[src/rtl/posit_operand_sequencer.sv]
// Posit operand sequencer: accepts A/B pairs, decodes them through Data_Extraction and
// presents a registered field bundle. Define POSIT_SEQ_DUAL_EN for two parallel extractors.

module Data_Extraction #(
    parameter int N  = 8,
    parameter int ES = 3,
    parameter int RS = $clog2(N)
) (
    input  logic [N-1:0]        In,
    output logic                Sign,
    output logic signed [RS+1:0] RegimeValue,
    output logic [ES-1:0]       Exponent,
    output logic [N-ES+2:0]     Mantissa
);
    logic [N-2:0] mag;
    logic [N-2:0] shifted;
    logic [RS:0]  run;
    logic [RS+1:0] run_x;
    logic         stop;

    always_comb begin
        // two's complement of the body for negative posits
        mag   = (In[N-2:0] ^ {(N-1){In[N-1]}}) + (N-1)'(In[N-1]);
        run   = '0;
        stop  = 1'b0;
        for (int i = N - 2; i >= 0; i--) begin
            if (!stop && (mag[i] == mag[N-2])) begin
                run = run + (RS+1)'(1);
            end else begin
                stop = 1'b1;
            end
        end
        run_x       = {1'b0, run};
        RegimeValue = mag[N-2] ? $signed(run_x - (RS+2)'(1)) : $signed(-run_x);
        // drop the regime run and its terminator, leaving exponent then fraction left-aligned
        shifted     = mag << (run_x + (RS+2)'(1));
        Sign        = In[N-1];
        Exponent    = shifted[N-2 -: ES];
        Mantissa    = {1'b1, shifted[N-ES-2:0], 3'b000};
    end
endmodule

// state | meaning
// IDLE  | waiting for an operand pair, InReady=1
// EXT_A | A operand decoded (both operands when POSIT_SEQ_DUAL_EN)
// EXT_B | B operand decoded through the shared extractor
// DONE  | bundle valid, held until OutReady
module posit_operand_sequencer #(
    parameter int N  = 8,
    parameter int ES = 3,
    parameter int RS = $clog2(N)
) (
    input  logic                 Clock,
    input  logic                 nReset,
    input  logic                 InValid,
    output logic                 InReady,
    input  logic [N-1:0]         InA,
    input  logic [N-1:0]         InB,
    output logic                 OutValid,
    input  logic                 OutReady,
    output logic                 SignA,
    output logic                 SignB,
    output logic signed [RS+1:0] RegimeA,
    output logic signed [RS+1:0] RegimeB,
    output logic [ES-1:0]        ExponentA,
    output logic [ES-1:0]        ExponentB,
    output logic [N-ES+2:0]      MantissaA,
    output logic [N-ES+2:0]      MantissaB,
    output logic                 ZeroA,
    output logic                 ZeroB,
    output logic                 NaRA,
    output logic                 NaRB,
    output logic                 Busy
);
`ifdef POSIT_SEQ_DUAL_EN
    typedef enum logic [1:0] {IDLE, EXT_A, DONE} state_t;
`else
    typedef enum logic [1:0] {IDLE, EXT_A, EXT_B, DONE} state_t;
`endif

    localparam logic [N-1:0] NAR_PATTERN = {1'b1, {(N-1){1'b0}}};

    state_t state, next_state;
    logic   load, cap_a, cap_b;

    logic [N-1:0] op_a, op_b;

    logic                 ext_sign_a, ext_sign_b;
    logic signed [RS+1:0] ext_regime_a, ext_regime_b;
    logic [ES-1:0]        ext_exp_a, ext_exp_b;
    logic [N-ES+2:0]      ext_mant_a, ext_mant_b;

`ifdef POSIT_SEQ_DUAL_EN
    Data_Extraction #(.N(N), .ES(ES), .RS(RS)) u_ext_a (
        .In          (op_a),
        .Sign        (ext_sign_a),
        .RegimeValue (ext_regime_a),
        .Exponent    (ext_exp_a),
        .Mantissa    (ext_mant_a)
    );

    Data_Extraction #(.N(N), .ES(ES), .RS(RS)) u_ext_b (
        .In          (op_b),
        .Sign        (ext_sign_b),
        .RegimeValue (ext_regime_b),
        .Exponent    (ext_exp_b),
        .Mantissa    (ext_mant_b)
    );
`else
    logic [N-1:0]         ext_in;
    logic                 ext_sign;
    logic signed [RS+1:0] ext_regime;
    logic [ES-1:0]        ext_exp;
    logic [N-ES+2:0]      ext_mant;

    assign ext_in = (state == EXT_B) ? op_b : op_a;

    Data_Extraction #(.N(N), .ES(ES), .RS(RS)) u_ext (
        .In          (ext_in),
        .Sign        (ext_sign),
        .RegimeValue (ext_regime),
        .Exponent    (ext_exp),
        .Mantissa    (ext_mant)
    );

    assign ext_sign_a   = ext_sign;
    assign ext_sign_b   = ext_sign;
    assign ext_regime_a = ext_regime;
    assign ext_regime_b = ext_regime;
    assign ext_exp_a    = ext_exp;
    assign ext_exp_b    = ext_exp;
    assign ext_mant_a   = ext_mant;
    assign ext_mant_b   = ext_mant;
`endif

    logic zero_a, zero_b, nar_a, nar_b, special_a, special_b;

    assign zero_a    = (op_a == '0);
    assign zero_b    = (op_b == '0);
    assign nar_a     = (op_a == NAR_PATTERN);
    assign nar_b     = (op_b == NAR_PATTERN);
    assign special_a = zero_a | nar_a;
    assign special_b = zero_b | nar_b;

    assign InReady  = (state == IDLE) || ((state == DONE) && OutReady);
    assign OutValid = (state == DONE);
    assign Busy     = (state != IDLE);

    always_ff @(posedge Clock or negedge nReset) begin
        if (!nReset) begin
            state <= IDLE;
        end else begin
            state <= next_state;
        end
    end

    always_comb begin
        next_state = state;
        load       = 1'b0;
        cap_a      = 1'b0;
        cap_b      = 1'b0;
        case (state)
            IDLE: begin
                if (InValid) begin
                    load       = 1'b1;
                    next_state = EXT_A;
                end
            end
`ifdef POSIT_SEQ_DUAL_EN
            EXT_A: begin
                cap_a      = 1'b1;
                cap_b      = 1'b1;
                next_state = DONE;
            end
`else
            EXT_A: begin
                cap_a      = 1'b1;
                next_state = EXT_B;
            end
            EXT_B: begin
                cap_b      = 1'b1;
                next_state = DONE;
            end
`endif
            DONE: begin
                if (OutReady) begin
                    if (InValid) begin
                        load       = 1'b1;
                        next_state = EXT_A;
                    end else begin
                        next_state = IDLE;
                    end
                end
            end
            default: next_state = IDLE;
        endcase
    end

    always_ff @(posedge Clock or negedge nReset) begin
        if (!nReset) begin
            op_a      <= '0;
            op_b      <= '0;
            SignA     <= 1'b0;
            SignB     <= 1'b0;
            RegimeA   <= '0;
            RegimeB   <= '0;
            ExponentA <= '0;
            ExponentB <= '0;
            MantissaA <= '0;
            MantissaB <= '0;
            ZeroA     <= 1'b0;
            ZeroB     <= 1'b0;
            NaRA      <= 1'b0;
            NaRB      <= 1'b0;
        end else begin
            if (load) begin
                op_a <= InA;
                op_b <= InB;
            end
            // zero and NaR carry no meaningful fields, so they are cleared
            if (cap_a) begin
                ZeroA     <= zero_a;
                NaRA      <= nar_a;
                SignA     <= special_a ? 1'b0 : ext_sign_a;
                RegimeA   <= special_a ? '0 : ext_regime_a;
                ExponentA <= special_a ? '0 : ext_exp_a;
                MantissaA <= special_a ? '0 : ext_mant_a;
            end
            if (cap_b) begin
                ZeroB     <= zero_b;
                NaRB      <= nar_b;
                SignB     <= special_b ? 1'b0 : ext_sign_b;
                RegimeB   <= special_b ? '0 : ext_regime_b;
                ExponentB <= special_b ? '0 : ext_exp_b;
                MantissaB <= special_b ? '0 : ext_mant_b;
            end
        end
    end
endmodule

[config.mk]
export PLATFORM = sky130hd
export DESIGN_NAME = posit_operand_sequencer
export DESIGN_NICKNAME = d
export VERILOG_FILES = /design/src/rtl/posit_operand_sequencer.sv
export SDC_FILE = /design/constraint.sdc
export NUM_CORES = 1
export LEC_CHECK = 0
export ABC_AREA = 1
export BUFFER_PORTS_ARGS = -buffer_cell sky130_fd_sc_hd__buf_2
export CORE_ASPECT_RATIO = 1.1
export CORE_UTILIZATION = 52
export CTS_CLUSTER_SIZE = 25
export DETAILED_ROUTE_END_ITERATION = 10
export PLACE_DENSITY = 0.78
export SLEW_MARGIN = 20
export SYNTH_ARGS = -nofsm -noshare
export SYNTH_HDL_FRONTEND = slang
export SYNTH_HIERARCHICAL = 1
export SYNTH_SLANG_ARGS = --single-unit
[constraint.sdc]
create_clock -name Clock -period 3.95 [get_ports Clock]
set_input_delay 0 -clock Clock [delete_from_list [all_inputs] [get_ports Clock]]
set_output_delay 0 -clock Clock [all_outputs]
set_load 0.02 [all_outputs]
Word-level counts from Yosys, hierarchy flattened:

Index checks and enable logic that the tools add are counted.

* shift-type cells: 1
* muxes and demuxes: 30
* magnitude comparators: 0
* eq/ne operators: 13
* reductions and logical operators: 16
* divide/modulo/power cells: 0
* bitwise operators: 3
* multiply operators: 0
* add/subtract/negate cells: 9

Operators by type and width (count)
* $mux 8: 3
* $add 4x1->4 const B: 5
* $mux 4: 5
* $eq 8x8->1 const B: 2
* $logic_not 8->1: 2
* $mux 5: 3
* $mux 1: 12
* $pmux 2 s4: 1
* $add 7x1->7: 1
* $shl 7x5->7: 1
* $xor 7x7->7: 1
* $eq 1x1->1: 6
* $logic_and 1x1->1: 6
* $mux 2: 3
* $mux 3: 2
* $add 4x1->5 const B: 1
* $neg 4->5: 1
* $sub 4x1->5 const B: 1
* $eq 2x2->1 const B: 2
* $logic_not 1->1: 4
* $eq 2x1->1 const B: 1
* $logic_not 2->1: 1
* $ne 2x1->1 const B: 1
* $ne 2x2->1 const B: 1
* other kinds (5): 6

* memories kept: 0
* RAM bits: 0
* logic and storage cells: 87
* bits in latches: 0
* register bits: 56
* output and inout bits: 41
* memory bits (read-only): 0

Depth between registers and ports, before layout:

* word-level depth: 22
* mapped depth: 36
* depth with buffers taken out: 32

Cells and area by module:

The synthesis kept the hierarchy.

By module, submodules not included
* posit_operand_sequencer: cells an instance 342, times used 1, area an instance 2636.3 µm²
* Data_Extraction: cells an instance 177, times used 1, area an instance 979.7 µm²

Worst setup path after synthesis:

OpenSTA, ideal clock, no wires.

* path kind: register to register
* start point: reg state[0]
* end point: reg ExponentB[1]
* library setup time: 0.117 ns
* period minus slack after synthesis: 4.127 ns
* arrival time: 4.010 ns
* path slack: -0.177 ns
* stages on the path, launching flop included: 37
* path through: dfrtp_1 inv_1 ha_1 inv_1 clkbuf_1 nand2_1 o21ai_0 inv_1 nand2_1 nand2_1 ha_1 nand3_2 nor2_4 nand2_1 nand2_2 nand2_2 buf_6 nand2_4 nand2_4 nand2_4 nor2_8 nand2_2 nand2_4 nand2_2 buf_6 ha_1 clkbuf_1 inv_1 nand2_1 nand3b_1 nand2_1 nand2_1 inv_1 inv_1 nor2_1 nand2_1 nand2_1

* cells in the longest elaborated chain, start to end: 22
* elaborated cells on any way between the ends: 39

Ends and longest elaborated chain
* from (decl): line 83 `state_t state, next_state;`
* from (signal assigned): line 153 `state <= next_state;`
* $eq 2x2->1 *: line 116 `assign ext_in = (state == EXT_B) ? op_b : op_a;`
* $mux 8 *: line 116
* named net ext_in[1]: line 110 `logic [N-1:0] ext_in;`
* $xor 7x7->7 *: line 23 `mag = (In[N-2:0] ^ {(N-1){In[N-1]}}) + (N-1)'(In[N-1]);`
* $add 7x1->7 *: line 23
* parallel branches: the longest is 16 deep, another holds $add 4x1->4
* $shl 7x5->7 *: line 36 `shifted = mag << (run_x + (RS+2)'(1));`
* named net ext_exp[1]: line 113 `logic [ES-1:0] ext_exp;`
* $mux 3 *: line 234 `ExponentB <= special_b ? '0 : ext_exp_b;`
* to (signal assigned): line 234
* to (decl): line 66 `output logic [ES-1:0] ExponentB,`

Mark *: on every way through the listed nets, which the timed path passes.
A chain may end at the register's enable or synchronous reset.

Final worst setup path:

* start point: reg state[0]
* end point: reg RegimeA[2]

* cells in the longest elaborated chain, start to end: 22
* elaborated cells on any way between the ends: 41

Ends and longest elaborated chain
* $eq 2x2->1 *: line 116
* $mux 8 *: line 116
* named net ext_in[0]: line 110
* $xor 7x7->7 *: line 23
* $add 7x1->7 *: line 23
* parallel branches: the longest is 16 deep, another holds $add 4x1->4
* $mux 5 *: line 34 `RegimeValue = mag[N-2] ? $signed(run_x - (RS+2)'(1)) : $signed(-run_x);`
* named net ext_regime[2]: line 112 `logic signed [RS+1:0] ext_regime;`
* $mux 5 *: line 225 `RegimeA <= special_a ? '0 : ext_regime_a;`
* to (signal assigned): line 225
* to (decl): line 63 `output logic signed [RS+1:0] RegimeA,`

Marks and branches as above.

==> results.md <==
- Synth area leader: dfrtp_1
- DR vias: approximately 3400
- Hold Crit Class: primary input to flop
- P&R area growth vs syn: 22.9%
- Iter 0 DRT Violations: approximately 190
- Die ar.: 7290 um^2
- Endpoints failing setup: 0
- Status: completed
- Final Hold Fails: 0
- CTS tree: built
- F_max: ~0.27 GHz
- Synth Area in XOR/XNOR: under 10%
- Adder-Cell Fraction of Synth Area: 3.81%
- Worst hold endpoint: state[0]$_DFFE_PN0P_
- Synth unique cells: 31
- Post-DR vias/cell: 4.98
- Setup crit start kind: flop
- WL/cell: 12.7 um
- Worst setup path category: flop to flop
- Largest net degree at the start of global routing: 33
- Worst setup margin: 0.216 ns
- Placement Rows: 31
- Sequential share of the synthesized area: 38.8%
- Count leader, synth: nand2_1
- Die X-Extent: 81.5 um
- Non-Filler Instances: ~700
- Vias in the first global route: about 3100
- Dpl hpwl: 5970 um
- Area share of the largest cell type after synthesis: between 30% and 40%
- Clock network latency to the later pin of the worst-skew pair: 0.32 ns
- Final Instance Area: between 4000 and 5000 um^2
- Clk sink count: 56
- DRT Pass-1 Iters: 4
- HP Start: InValid
- Async set or reset register ratio after synthesis: 100%
- DRC violations left: 0
- H-tree depth: 2
- First-pass GRT wire length: 13900 um
- CTS clk-pin slew, worst paths: ~0.11 ns
- Mapped Area: 3620 um^2
- Mux contribution to synthesized area: 0%
- Final ANT Viol Nets: 0
- Reg2reg start: state[0]$_DFFE_PN0P_
- GRT Util Overall: 24.9%
- Fill cells: 585
- Placed Cells: 654
- # IOs: 61
- Commonest cells in the synthesized netlist: nand2_1, nor2_1, inv_1, dfrtp_1, nand3_1
- Pre-CTS WS: -0.107 ns
- CTS max path bufs: 2
- Worst r2r path cells: 27
- Seq cells post-synth: 56
- Nets: between 600 and 700
- Largest family of logic cells by synthesized area: simple AND/OR/NAND/NOR gates
- Synth area leaders: dfrtp_1, nand2_1, nor2_1
- Clock Skews: 0.00409 ns
- Slew margin rel.: 33.2%
- Max-Cap Viols: 0
- RePlAce Congestion: 0.880
- Prevailing post-synth register cell: dfrtp_1
- CP required: 4.18 ns
- TritonCTS buffer count: 5
- Simple-gate share of the synthesized area: roughly two fifths
- Share of post-route cells with drive strength above 1: roughly a quarter
- R2R setup slack: 0.22 ns
- Placed cell areas: 3970 um^2
- Critical path endpoint category: flop
- CP startpoint: state[0]$_DFFE_PN0P_
- Gate Count Post-Synth: 519
- Diode count: 0
- GRT overflow: 0
- Final period util: 94.5%
- Pins over their slew limit: 0
- PortBufs: 60
- Worst Path Max Fanout: 10
- WHS Path Cells: 5
- Synth Warn #: 6
- Multi-input gate area: 1970 um^2
- Post-synth EDFFs: 0
- Core Area: ~6700 um^2
- Sequential standard cell area: 1400 um^2
- CP arrival: roughly 4.0 ns
- Worst slew pin tran: 0.999 ns
- Die height: 89.5 um
- Total Wirelength: 8720 um
- Clock Tree Root: clkbuf_8
- Tmin final: 3.73 ns
- Synth Area in Compound Gates: 4.74%
- Initial antenna violation count: 0
- Avg Inst Size Synth: 6.97 um^2
- R2r endpoint: RegimeA[2]$_DFFE_PN0N_
- Initial Util: 54.2%
[through the flow]
step | hold WS (ns) | util [%] | setup TNS [ns]
5_1_grt | 0.0599 | 66.6 | -0.144
3_3_place_gp | 0.0583 | 59.4 | -0.0114
2_1_floorplan | -0.296 | - | 0
3_5_place_dp | 0.0645 | 59.4 | -0.837
4_1_cts | 0.0224 | 64.2 | 0
6_report | 0.0314 | 66.6 | 0
[cell families after synthesis]
kind of cell / after synthesis
AOI/OAI and AO/OA: 34
xor gates and xnor gates: 7
adders and majority gates: 11
buffers and inverters: 85
DFF: 56
other: 2
and+or+nand+nor: 324
[how the worst max path moves through the flow]
stage,slack [ns],endpoint
floorplan,0.02,ExponentB[1]$_DFFE_PN0P_
global placement,-0.01,ExponentA[0]$_DFFE_PN0N_
detailed placement,-0.11,ExponentB[1]$_DFFE_PN0P_
CTS,0.02,RegimeA[2]$_DFFE_PN0N_
global route,-0.04,RegimeA[2]$_DFFE_PN0N_
finish,0.22,RegimeA[2]$_DFFE_PN0N_
[sequential cells by signal, indices dropped and copies added, names as in the netlist, 2 cells and up]
register	count
op_a	8
RegimeA	5
state	2
op_b	8
ExponentA	3
RegimeB	5
MantissaA	8
MantissaB	8
ExponentB	3
[per-layer routing]
layer  vias to the layer above  routed length [um]  track usage, %
li1                       1722                   -               -
met1                      1586                3790            31.3
met2                        95                4390            43.6
met3                        11                 392            4.08
met4                         0                 142            7.47
met5                         -                   0               0
[what timing repair did]
action	CTS	global route
setup endpoints to repair	18	20
gates resized for setup	7	24
pin swaps	1	5
setup buffers	2	5
hold buffers	17	0
hold endpoints to repair	42	0
[cell type report]
cell class,count,area share (%)
Clock buffer,5,1.55
Clock inverter,3,1.04
Inverter,65,5.66
Multi-Input combinational cell,380,44.2
Sequential cell,56,31.5
Tap cell,82,2.31
Timing Repair Buffer,95,13.7
[placed cells by master (no fill, tap or decap), types with 4 or more instances in the layout]
cell type,instances
nand2_1,191
nor2_1,65
buf_2,60
inv_1,58
dfrtp_1,56
nand3_1,23
dlygate4sd3_1,17
buf_4,17
o21ai_0,14
nand2_2,13
a21oi_1,12
nand2_4,8
ha_1,7
nor2_2,6
nor2_4,6
inv_2,5
o21ai_1,5
clkbuf_8,5
ha_4,4
conb_1,4
[critical path: stages, from the launching register on]
cell and delay (ns):
dfrtp_1 0.41, inv_2 0.11, ha_4 0.18, inv_2 0.09
nand2_1 0.07, o21ai_1 0.07, inv_1 0.13, ha_4 0.18
ha_4 0.14, nand3_2 0.11, nor2_4 0.21, nand2_2 0.11
nand2_2 0.12, nand2_4 0.08, buf_4 0.17, xor2_2 0.18
nand3_4 0.17, nand2_4 0.13, buf_6 0.14, inv_1 0.06
ha_1 0.20, o21ai_1 0.15, xor2_1 0.15, inv_1 0.05
inv_1 0.06, nor2_1 0.05, nand2_1 0.07, nand2_1 0.05
Power is not shown: default switching activity piles up to over one toggle a cycle in this logic, so the estimate is an artifact.
